==> src/rtl/mix_columns_stream.sv <==
// ---------------------------------------------------------------------------
// mix_columns_stream
//   AES/Rijndael MixColumns / InvMixColumns engine with valid/ready handshakes
//   on both sides. A block of NB 32-bit columns is latched on acceptance and
//   mixed COLS_PER_CYCLE columns per clock in a work buffer. The finished block
//   is then copied to state_out in one step, so state_out never shows a
//   partially mixed block. The mode (inv) is captured per block.
//
// Parameters
//   NB              state columns (4, 6 or 8)
//   COLS_PER_CYCLE  columns mixed per clock; must divide NB
//
// Ports
//   clk        in   rising-edge clock
//   rst        in   synchronous reset, active-high
//   in_valid   in   state_in / inv valid
//   in_ready   out  engine can accept a block this cycle
//   inv        in   0 = MixColumns, 1 = InvMixColumns
//   state_in   in   column c = [32c+31:32c], row r byte = [32c+8r +: 8]
//   out_valid  out  state_out holds a finished block
//   out_ready  in   consumer takes the block
//   state_out  out  result, same packing as state_in
//   busy       out  FSM not IDLE
// ---------------------------------------------------------------------------
module mix_columns_stream #(
  parameter int NB             = 4,
  parameter int COLS_PER_CYCLE = 1
) (
  input  logic            clk,
  input  logic            rst,
  input  logic            in_valid,
  output logic            in_ready,
  input  logic            inv,
  input  logic [32*NB-1:0] state_in,
  output logic            out_valid,
  input  logic            out_ready,
  output logic [32*NB-1:0] state_out,
  output logic            busy
);

  localparam int NGRP = NB / COLS_PER_CYCLE;
  localparam int GW   = (NGRP > 1) ? $clog2(NGRP) : 1;

  // Illegal configurations stop elaboration instead of building a broken engine.
  if (NB != 4 && NB != 6 && NB != 8) begin : g_bad_nb
    $error("mix_columns_stream: NB must be 4, 6 or 8");
  end
  if (COLS_PER_CYCLE < 1 || (NB % COLS_PER_CYCLE) != 0) begin : g_bad_cpc
    $error("mix_columns_stream: COLS_PER_CYCLE must divide NB");
  end

  typedef enum logic [1:0] {
    IDLE    = 2'd0,
    COMPUTE = 2'd1,
    HOLD    = 2'd2
  } state_e;

  // -------------------------------------------------------------------------
  // GF(2^8) arithmetic, reduction polynomial 0x11b
  // -------------------------------------------------------------------------
  function automatic logic [7:0] xtime(input logic [7:0] x);
    return {x[6:0], 1'b0} ^ (x[7] ? 8'h1b : 8'h00);
  endfunction

  // Product of x with the matrix coefficient at circulant position pos.
  // Encrypt row {02,03,01,01}; decrypt row {0e,0b,0d,09} from xtime chains.
  function automatic logic [7:0] coef_mul(input logic [7:0] x,
                                          input logic [1:0] pos,
                                          input logic       dec);
    logic [7:0] x2, x4, x8;
    x2 = xtime(x);
    x4 = xtime(x2);
    x8 = xtime(x4);
    if (!dec) begin
      case (pos)
        2'd0:    return x2;
        2'd1:    return x2 ^ x;
        default: return x;
      endcase
    end else begin
      case (pos)
        2'd0:    return x8 ^ x4 ^ x2;
        2'd1:    return x8 ^ x2 ^ x;
        2'd2:    return x8 ^ x4 ^ x;
        default: return x8 ^ x;
      endcase
    end
  endfunction

  // b[r] = XOR_k coef[(k-r) mod 4] * a[k]; the 2-bit cast performs the mod 4.
  function automatic logic [31:0] mix_column(input logic [31:0] col,
                                             input logic        dec);
    logic [31:0] res;
    res = '0;
    for (int r = 0; r < 4; r++) begin
      for (int k = 0; k < 4; k++) begin
        res[8*r +: 8] = res[8*r +: 8] ^ coef_mul(col[8*k +: 8], 2'(k - r), dec);
      end
    end
    return res;
  endfunction

  // -------------------------------------------------------------------------
  // State
  // -------------------------------------------------------------------------
  state_e                 state_q, state_d;
  logic [GW-1:0]          grp_q, grp_d;
  logic                   inv_q, inv_d;
  logic [NB-1:0][31:0]    work_q, work_d;
  logic [NB-1:0][31:0]    out_q, out_d;
  logic                   out_valid_q, out_valid_d;

  logic [COLS_PER_CYCLE-1:0][31:0] grp_cols;
  logic [NB-1:0][31:0]             work_mixed;
  logic                            accept;

  // Only COLS_PER_CYCLE mixers exist; the current group is muxed into them
  // and the results are written back in place (columns are independent).
  always_comb begin
    // NOTE: every always_comb target gets a default first so no path leaves
    // it unassigned, which would infer a latch.
    grp_cols = '0;
    for (int j = 0; j < COLS_PER_CYCLE; j++) begin
      for (int g = 0; g < NGRP; g++) begin
        if (grp_q == GW'(g)) grp_cols[j] = work_q[g*COLS_PER_CYCLE + j];
      end
    end

    work_mixed = work_q;
    for (int c = 0; c < NB; c++) begin
      if (grp_q == GW'(c / COLS_PER_CYCLE)) begin
        work_mixed[c] = mix_column(grp_cols[c % COLS_PER_CYCLE], inv_q);
      end
    end
  end

  // In HOLD the engine is ready as soon as the consumer frees the output,
  // which lets back-to-back blocks enter without an IDLE cycle.
  assign in_ready = !rst && ((state_q == IDLE) || (state_q == HOLD && out_ready));
  assign accept   = in_valid && in_ready;

  always_comb begin
    state_d     = state_q;
    grp_d       = grp_q;
    inv_d       = inv_q;
    work_d      = work_q;
    out_d       = out_q;
    out_valid_d = out_valid_q;

    case (state_q)
      IDLE: begin
        if (accept) begin
          work_d  = state_in;
          inv_d   = inv;
          grp_d   = '0;
          state_d = COMPUTE;
        end
      end

      COMPUTE: begin
        work_d = work_mixed;
        if (grp_q == GW'(NGRP - 1)) begin
          out_d       = work_mixed;
          out_valid_d = 1'b1;
          state_d     = HOLD;
        end else begin
          grp_d = grp_q + GW'(1);
        end
      end

      HOLD: begin
        if (out_ready) begin
          out_valid_d = 1'b0;
          if (accept) begin
            work_d  = state_in;
            inv_d   = inv;
            grp_d   = '0;
            state_d = COMPUTE;
          end else begin
            state_d = IDLE;
          end
        end
      end

      default: state_d = IDLE;
    endcase
  end

  // NOTE: sequential state uses non-blocking assignments so every flop
  // samples its _d value from before the edge.
  always_ff @(posedge clk) begin
    if (rst) begin
      state_q     <= IDLE;
      grp_q       <= '0;
      inv_q       <= 1'b0;
      // NOTE: the work buffer is cleared on reset on purpose, so a discarded
      // block can never leak into a later result.
      work_q      <= '0;
      out_q       <= '0;
      out_valid_q <= 1'b0;
    end else begin
      state_q     <= state_d;
      grp_q       <= grp_d;
      inv_q       <= inv_d;
      work_q      <= work_d;
      out_q       <= out_d;
      out_valid_q <= out_valid_d;
    end
  end

  assign state_out = out_q;
  assign out_valid = out_valid_q;
  assign busy      = (state_q != IDLE);

endmodule
==> config.mk <==
export PLATFORM = sky130hd
export DESIGN_NAME = mix_columns_stream
export DESIGN_NICKNAME = d
export VERILOG_FILES = /design/src/rtl/mix_columns_stream.sv
export SDC_FILE = /design/constraint.sdc
export NUM_CORES = 1
export LEC_CHECK = 0
export ABC_AREA = 1
export CAP_MARGIN = 20
export CORE_ASPECT_RATIO = 0.75
export CORE_MARGIN = 5
export CORE_UTILIZATION = 30
export DETAILED_ROUTE_END_ITERATION = 8
export GPL_TIMING_DRIVEN = 0
export SYNTH_ARGS = -nofsm -noshare
export SYNTH_HDL_FRONTEND = slang
export SYNTH_SLANG_ARGS = --single-unit
==> constraint.sdc <==
create_clock -name clk -period 6.46 [get_ports clk]
set_input_delay 0.969 -clock clk [delete_from_list [all_inputs] [get_ports clk]]
set_output_delay 0.969 -clock clk [all_outputs]
set_load 0.02 [all_outputs]
* After elaboration in Yosys (flattened, before gate mapping)
Cells that the tools add are included.
Cells by class: bitwise logic cells 88, multiplexer cells 118, add/subtract/negate cells 1, reduce and logical (&&, ||, !) cells 17, equality and inequality tests 9
Operators by type and width (number):
- XOR 8 bit | 83
- 2-to-1 mux 8 bit | 80
- one-hot mux 128 bit (3 select lines) | 1
- 2-to-1 mux 128 bit | 2
- 2-to-1 mux 32 bit | 8
- 2-to-1 mux 5 bit | 12
- XOR 8 x 5 -> 8 bit | 5
- 2-to-1 mux 2 bit | 6
- one-hot mux 2 bit (3 select lines) | 2
- AND reduction 3 bit | 3
- inequality test 2 bit (second input constant) | 4
- equality test 2 bit (second input constant) | 3
- AND reduction 2 bit | 3
- nonzero test 2 bit | 3
- 2-to-1 mux 1 bit | 5
- equality test 2 x 1 -> 1 bit (second input constant) | 2
- zero test 2 bit | 2
- one-hot mux 1 bit (2 select lines) | 2
- logical AND 1 bit | 3
- nonzero test 3 bit | 1
- adder 2 x 1 -> 2 bit (second input constant) | 1
- zero test 1 bit | 1
- logical OR 1 bit | 1
Word-level totals: register bits 262, input bits 133

* Depth between registers and ports, before layout
depth in word-level cells 20, gate-level depth with buffers 27, mapped depth without buffers 25

* Worst setup path before layout
OpenSTA, ideal clock, no wires.
kind input-to-reg, from input rst, to register work_q[94] in the netlist's numbering, required time 6390 ps, arrival time 2705 ps, stages on the path 10, path slack 3685 ps, cells stage by stage clkbuf_1 a21oi_1 nand2_1 nand2_1 clkinv_1 clkbuf_1 clkbuf_1 nor2_1 nand2_1 a21oi_1
On the way: longest elaborated chain between the ends 6
RTL lines:
- start, declared | line 30 | input logic rst,
- zero test 1 bit (*) | line 139 | assign in_ready = !rst && ((state_q == IDLE) || (state_q == HOLD && out_ready));
- logical AND 1 bit (*) | line 139
- via in_ready | line 32 | output logic in_ready,
- logical AND 1 bit (*) | line 140 | assign accept = in_valid && in_ready;
- 2-to-1 mux 128 bit (*)
- 2-to-1 mux 128 bit
- one-hot mux 128 bit (3 select lines) (*)
- end signal, assigned | line 205 | work_q <= work_d;
- end, declared | line 109 | logic [NB-1:0][31:0] work_q, work_d;
Mark *: on every way through the listed nets, which the timed path passes. The rest lies on a longest branch. The select of a mux whose other input is x is not followed. A chain may end at the register's enable or synchronous reset.

* Worst setup path after layout
from register grp_q[0], to register out_q, in the netlist state_out[76]
On the way: longest elaborated chain between the ends 17, elaborated cells on any way between the ends 52, those cells by class eq/ne (3); mux (24); bitwise (23); reduce/logical (2)
RTL lines:
- start, declared | line 107 | logic [GW-1:0] grp_q, grp_d;
- start signal, assigned | line 203 | grp_q <= grp_d;
- zero test 2 bit | line 125 | if (grp_q == GW'(g)) grp_cols[j] = work_q[g*COLS_PER_CYCLE + j];
- 2-to-1 mux 32 bit (4 in series) | line 125
- XOR 8 x 5 -> 8 bit | line 62 | return {x[6:0], 1'b0} ^ (x[7] ? 8'h1b : 8'h00);
- 2-to-1 mux 5 bit / XOR 8 bit (equally long branches) | line 62
- XOR 8 bit / 2-to-1 mux 5 bit (equally long branches) | line 62
- XOR 8 bit | line 62
- XOR 8 bit (2 in series) | line 82 | 2'd0: return x8 ^ x4 ^ x2;
- 2-to-1 mux 8 bit | line 74 | if (!dec) begin
- 2-to-1 mux 8 bit | line 131 | if (grp_q == GW'(c / COLS_PER_CYCLE)) begin
- XOR 8 bit (3 in series) | line 97 | res[8*r +: 8] = res[8*r +: 8] ^ coef_mul(col[8*k +: 8], 2'(k - r), dec);
- 2-to-1 mux 32 bit | line 131
- end signal, assigned | line 206 | out_q <= out_d;
- end, declared | line 110 | logic [NB-1:0][31:0] out_q, out_d;
Parallel ways exist; a longest one is shown, timed or not. The select of a mux whose other input is x is not followed.

==> impl_results.md <==
- Mean area per synthesized cell: 6.22 µm²
- Total power consumption of the routed design: 8.02 mW
- IR Drop Worst-Case VDD: 0.000177 V
- Maximum root-to-sink buffer count: 3
- Number of hold violations in the final report: 0
- Standard-cell row count: 77
- Timing-limited maximum frequency: 212 MHz
- Max-slew violation total from the final report: 0
- Max-cap viol count: 0
- Initial antenna violation count: 6
- Crit. End Element: flip-flop
- Number of instances in the synthesized netlist: 2857
- Number of setup violations in the final report: 0
- DR vias/cell: 5.51
- RSZ-0062 raised after global routing: false
- Power density of the placed cells: 358 nW/µm²
- Max Clock Skew: 19.7 ps
- Total of buffers placed on input and output ports: 262
- Run status: completed
- Pin count of the biggest net entering global routing: 15
- Critical Path Start Type: flip-flop
- Setup TNS Final: 0 ps
- Type of the worst setup path: flip-flop to flip-flop
- Unique cell type count in the Yosys netlist: 56
- DR DRC count: 0
- Global-route wire length before repair: 145000 µm
- Worst Path Max Fanout: 10
- Clk Tree Root Cell: sky130_fd_sc_hd__clkbuf_16
- Clock Latency Late Sink: 570 ps
- Arr. time, crit path: 5170 ps
- Utilization after layout: 38.1%
- Top-area cell type share of the netlist area: 29.5%
- Minimum period implied by the final worst setup slack: 4720 ps
- Clk pin slew, worst setup/hold paths: 70 ps
- Area taken by flip-flops and latches: 5250 µm²
- Routability congestion estimate from global placement: 1.06
- Minimum setup slack in the final design: 1740 ps
- First-pass detailed-route iteration total: 8
- FILL cells: 6570
- Htree depth: 1
- Residual antenna-violating net count after detailed routing: 0
- Pre-CTS setup slack: 2040 ps
- Portion of netlist area occupied by mux cells: 0%
- Portion of the post-synthesis area used by sequential elements: 29.5%
- Horiz. Die Dim: 291 µm
- Max-slew headroom: 24.5%
- DIE AREA: 64200 µm²
- Post-Syn Area: 17800 µm²
- Flip-flop and latch count after synthesis: 262
- Main combinational cell family by area after synthesis: simple AND/OR/NAND/NOR gates
- Worst hold-check path type: flip-flop to flip-flop
- Area of the multi-input gates: 10900 µm²
- Post-CTS Setup Inserts: 0
- Slew at the pin closest to its max-slew limit: 1130 ps
- Initial Util: 30.2%
- Final clock period utilization by the worst path: 73.1%
- Core Box Area: 58800 µm²
- Number of violations reported at the end of detailed-routing iteration 0: 3397
- Area fraction in compound gates after synthesis: 16.2%
- Top-level I/O count: 264
- Clock buffers created by TritonCTS: 27
- Overall routed net length: 105000 µm
- Clock tree from TritonCTS: built
- Share of final-layout standard cells stronger than drive strength 1: 7.79%
- CTS sink count: 262
- DR WL/cell: 26.6 µm
- Overall fraction of global-route tracks in use: 31.1%
- Required time of the critical path: 6910 ps
- Pleak: 9.90 nW
- # resized after CTS: 0
- Total number of vias: 21800
- Final HPWL DP: 85800 µm
- Number of global-route vias before repair: 19500
- Hold buffer count at cts: 0
- Post-Synth XOR/XNOR Area: 5.01%
- Layout-stage area growth over the synthesis result: 26.0%
- Simple logic cell fraction of the synthesized area: 40.1%
- Net count of the finished layout: 3290
- Die Height: 221 µm
- Post-synthesis share of cell area spent on full adders, half adders and majority gates: 0.282%
- Congestion Overflow GR: 0
- Warning count from the yosys run: 0
- Leading area contributor after synthesis: sky130_fd_sc_hd__dfxtp_1
- Net count after synthesis: 2994
- Main area contributors after synthesis: sky130_fd_sc_hd__dfxtp_1 (30%), sky130_fd_sc_hd__nand2_1 (18%), sky130_fd_sc_hd__nand3_1 (11%)
logic make-up after synthesis:
kind of cell | count (synthesis)
compound gates | 460
xor+xnor | 96
simple gates | 1655
flops | 262
buf+inv | 380
fa+ha+maj | 4
Yosys cell counts (all sizes together):
| master | count |
|---|---|
| xnor2 | 31 |
| a21o | 6 |
| a22oi | 1 |
| o31ai | 1 |
| buf | 68 |
| nand2 | 929 |
| o21bai | 10 |
| a221oi | 8 |
| nand3b | 10 |
| a31oi | 21 |
| o22ai | 13 |
| a21boi | 8 |
| o2111ai | 2 |
| nor3 | 1 |
| clkinv | 2 |
| dfxtp | 262 |
| o211ai | 92 |
| o221ai | 3 |
| o21a | 2 |
| xor2 | 65 |
| nand4 | 8 |
| nand3 | 398 |
| or2 | 18 |
| and2 | 3 |
| ha | 4 |
| a21oi | 195 |
| clkbuf | 100 |
| nor2 | 287 |
| o21ai | 98 |
| inv | 210 |
| nand2b | 1 |
metal layers:
metal | up-vias | global-route usage [%] | part of all wire [%]
met1 | 10200 | 46.6 | 44
li1 | 9933 | - | -
met5 | - | 0 | 0.050
met4 | 10 | 7.62 | 3.1
met3 | 176 | 11.1 | 15
met2 | 1494 | 41.7 | 37
path summary, 6_finish.rpt:
kind | end | slack [ps] | from | depth (start not counted)
hold reg to reg | state_out[126]$_SDFFE_PP0P_ | 490 | state_out[126]$_SDFFE_PP0P_ | 2
hold / removal | state_out[126]$_SDFFE_PP0P_ | 490 | state_out[126]$_SDFFE_PP0P_ | 2
setup / recovery | state_out[76]$_SDFFE_PP0P_ | 1740 | grp_q[0]$_SDFFE_PP0P_ | 20
setup reg to reg | state_out[76]$_SDFFE_PP0P_ | 1740 | grp_q[0]$_SDFFE_PP0P_ | 20
layout make-up:
cell class                 count  share of cell area [%]
timing repair buffer         267                    12.0
antenna                        3                  0.0335
buffer                       168                    3.48
multi-input combinational   2215                    48.9
tap                          790                    4.42
clock buffer                  34                    3.31
inverter                     212                    3.58
sequential                   262                    23.4
clock inverter                14                   0.838
cells in the final DEF, fill, tap and decap left out, types with 9 or more instances in the layout:
| cell | instances |
|---|---|
| sky130_fd_sc_hd__a21oi_1 | 174 |
| sky130_fd_sc_hd__clkbuf_16 | 27 |
| sky130_fd_sc_hd__clkdlybuf4s50_1 | 262 |
| sky130_fd_sc_hd__o21ai_0 | 79 |
| sky130_fd_sc_hd__o211ai_1 | 92 |
| sky130_fd_sc_hd__nand2_1 | 866 |
| sky130_fd_sc_hd__or2_1 | 9 |
| sky130_fd_sc_hd__inv_2 | 16 |
| sky130_fd_sc_hd__nor2_1 | 281 |
| sky130_fd_sc_hd__buf_2 | 33 |
| sky130_fd_sc_hd__nand3_1 | 385 |
| sky130_fd_sc_hd__xnor2_1 | 31 |
| sky130_fd_sc_hd__buf_1 | 20 |
| sky130_fd_sc_hd__a31oi_1 | 21 |
| sky130_fd_sc_hd__xor2_1 | 60 |
| sky130_fd_sc_hd__o21bai_1 | 10 |
| sky130_fd_sc_hd__a21oi_2 | 18 |
| sky130_fd_sc_hd__inv_1 | 192 |
| sky130_fd_sc_hd__nand3_2 | 12 |
| sky130_fd_sc_hd__clkbuf_1 | 103 |
| sky130_fd_sc_hd__or2_2 | 9 |
| sky130_fd_sc_hd__o21ai_1 | 15 |
| sky130_fd_sc_hd__o22ai_1 | 13 |
| sky130_fd_sc_hd__buf_6 | 10 |
| sky130_fd_sc_hd__dfxtp_1 | 262 |
| sky130_fd_sc_hd__nand2_2 | 58 |
power by group:
part / total [mW] / switching [mW] / internal [mW]
Combinational: 4.42 / 3.35 / 1.07
Clock: 1.72 / 0.742 / 0.976
Sequential: 1.88 / 0.144 / 1.73
registers in the layout, indices dropped and copies added (netlist names):
register / count
grp_q: 2
inv_q: 1
out_valid: 1
state_out: 128
state_q: 2
work_q: 128
metrics by stage:
stage | hold slack (ps) | cell area (µm²) | cells
after floorplan | 445 | 17800 | 2857
after global placement | 456 | 21400 | 3909
after detailed placement | 461 | 21400 | 3914
after CTS | 481 | 22400 | 3962
after global routing | 511 | 22400 | 3963
final | 486 | 22400 | 3965
worst max-delay path, stage by stage, from the launching register on:
cell	delay, ps
sky130_fd_sc_hd__dfxtp_1	420
sky130_fd_sc_hd__inv_1	100
sky130_fd_sc_hd__ha_1	200
sky130_fd_sc_hd__buf_4	160
sky130_fd_sc_hd__buf_2	190
sky130_fd_sc_hd__nand3_1	250
sky130_fd_sc_hd__nand2_1	220
sky130_fd_sc_hd__a21oi_2	540
sky130_fd_sc_hd__nand2_1	310
sky130_fd_sc_hd__nand2_1	190
sky130_fd_sc_hd__nand2_1	80
sky130_fd_sc_hd__nand2_1	210
sky130_fd_sc_hd__nand2_1	100
sky130_fd_sc_hd__nand2_1	80
sky130_fd_sc_hd__nand3_1	60
sky130_fd_sc_hd__nand2_1	110
sky130_fd_sc_hd__nand3_1	480
sky130_fd_sc_hd__nand3_1	550
sky130_fd_sc_hd__nand3_1	150
sky130_fd_sc_hd__o211ai_1	110
sky130_fd_sc_hd__inv_1	70
(Power assumes the default switching activity.)
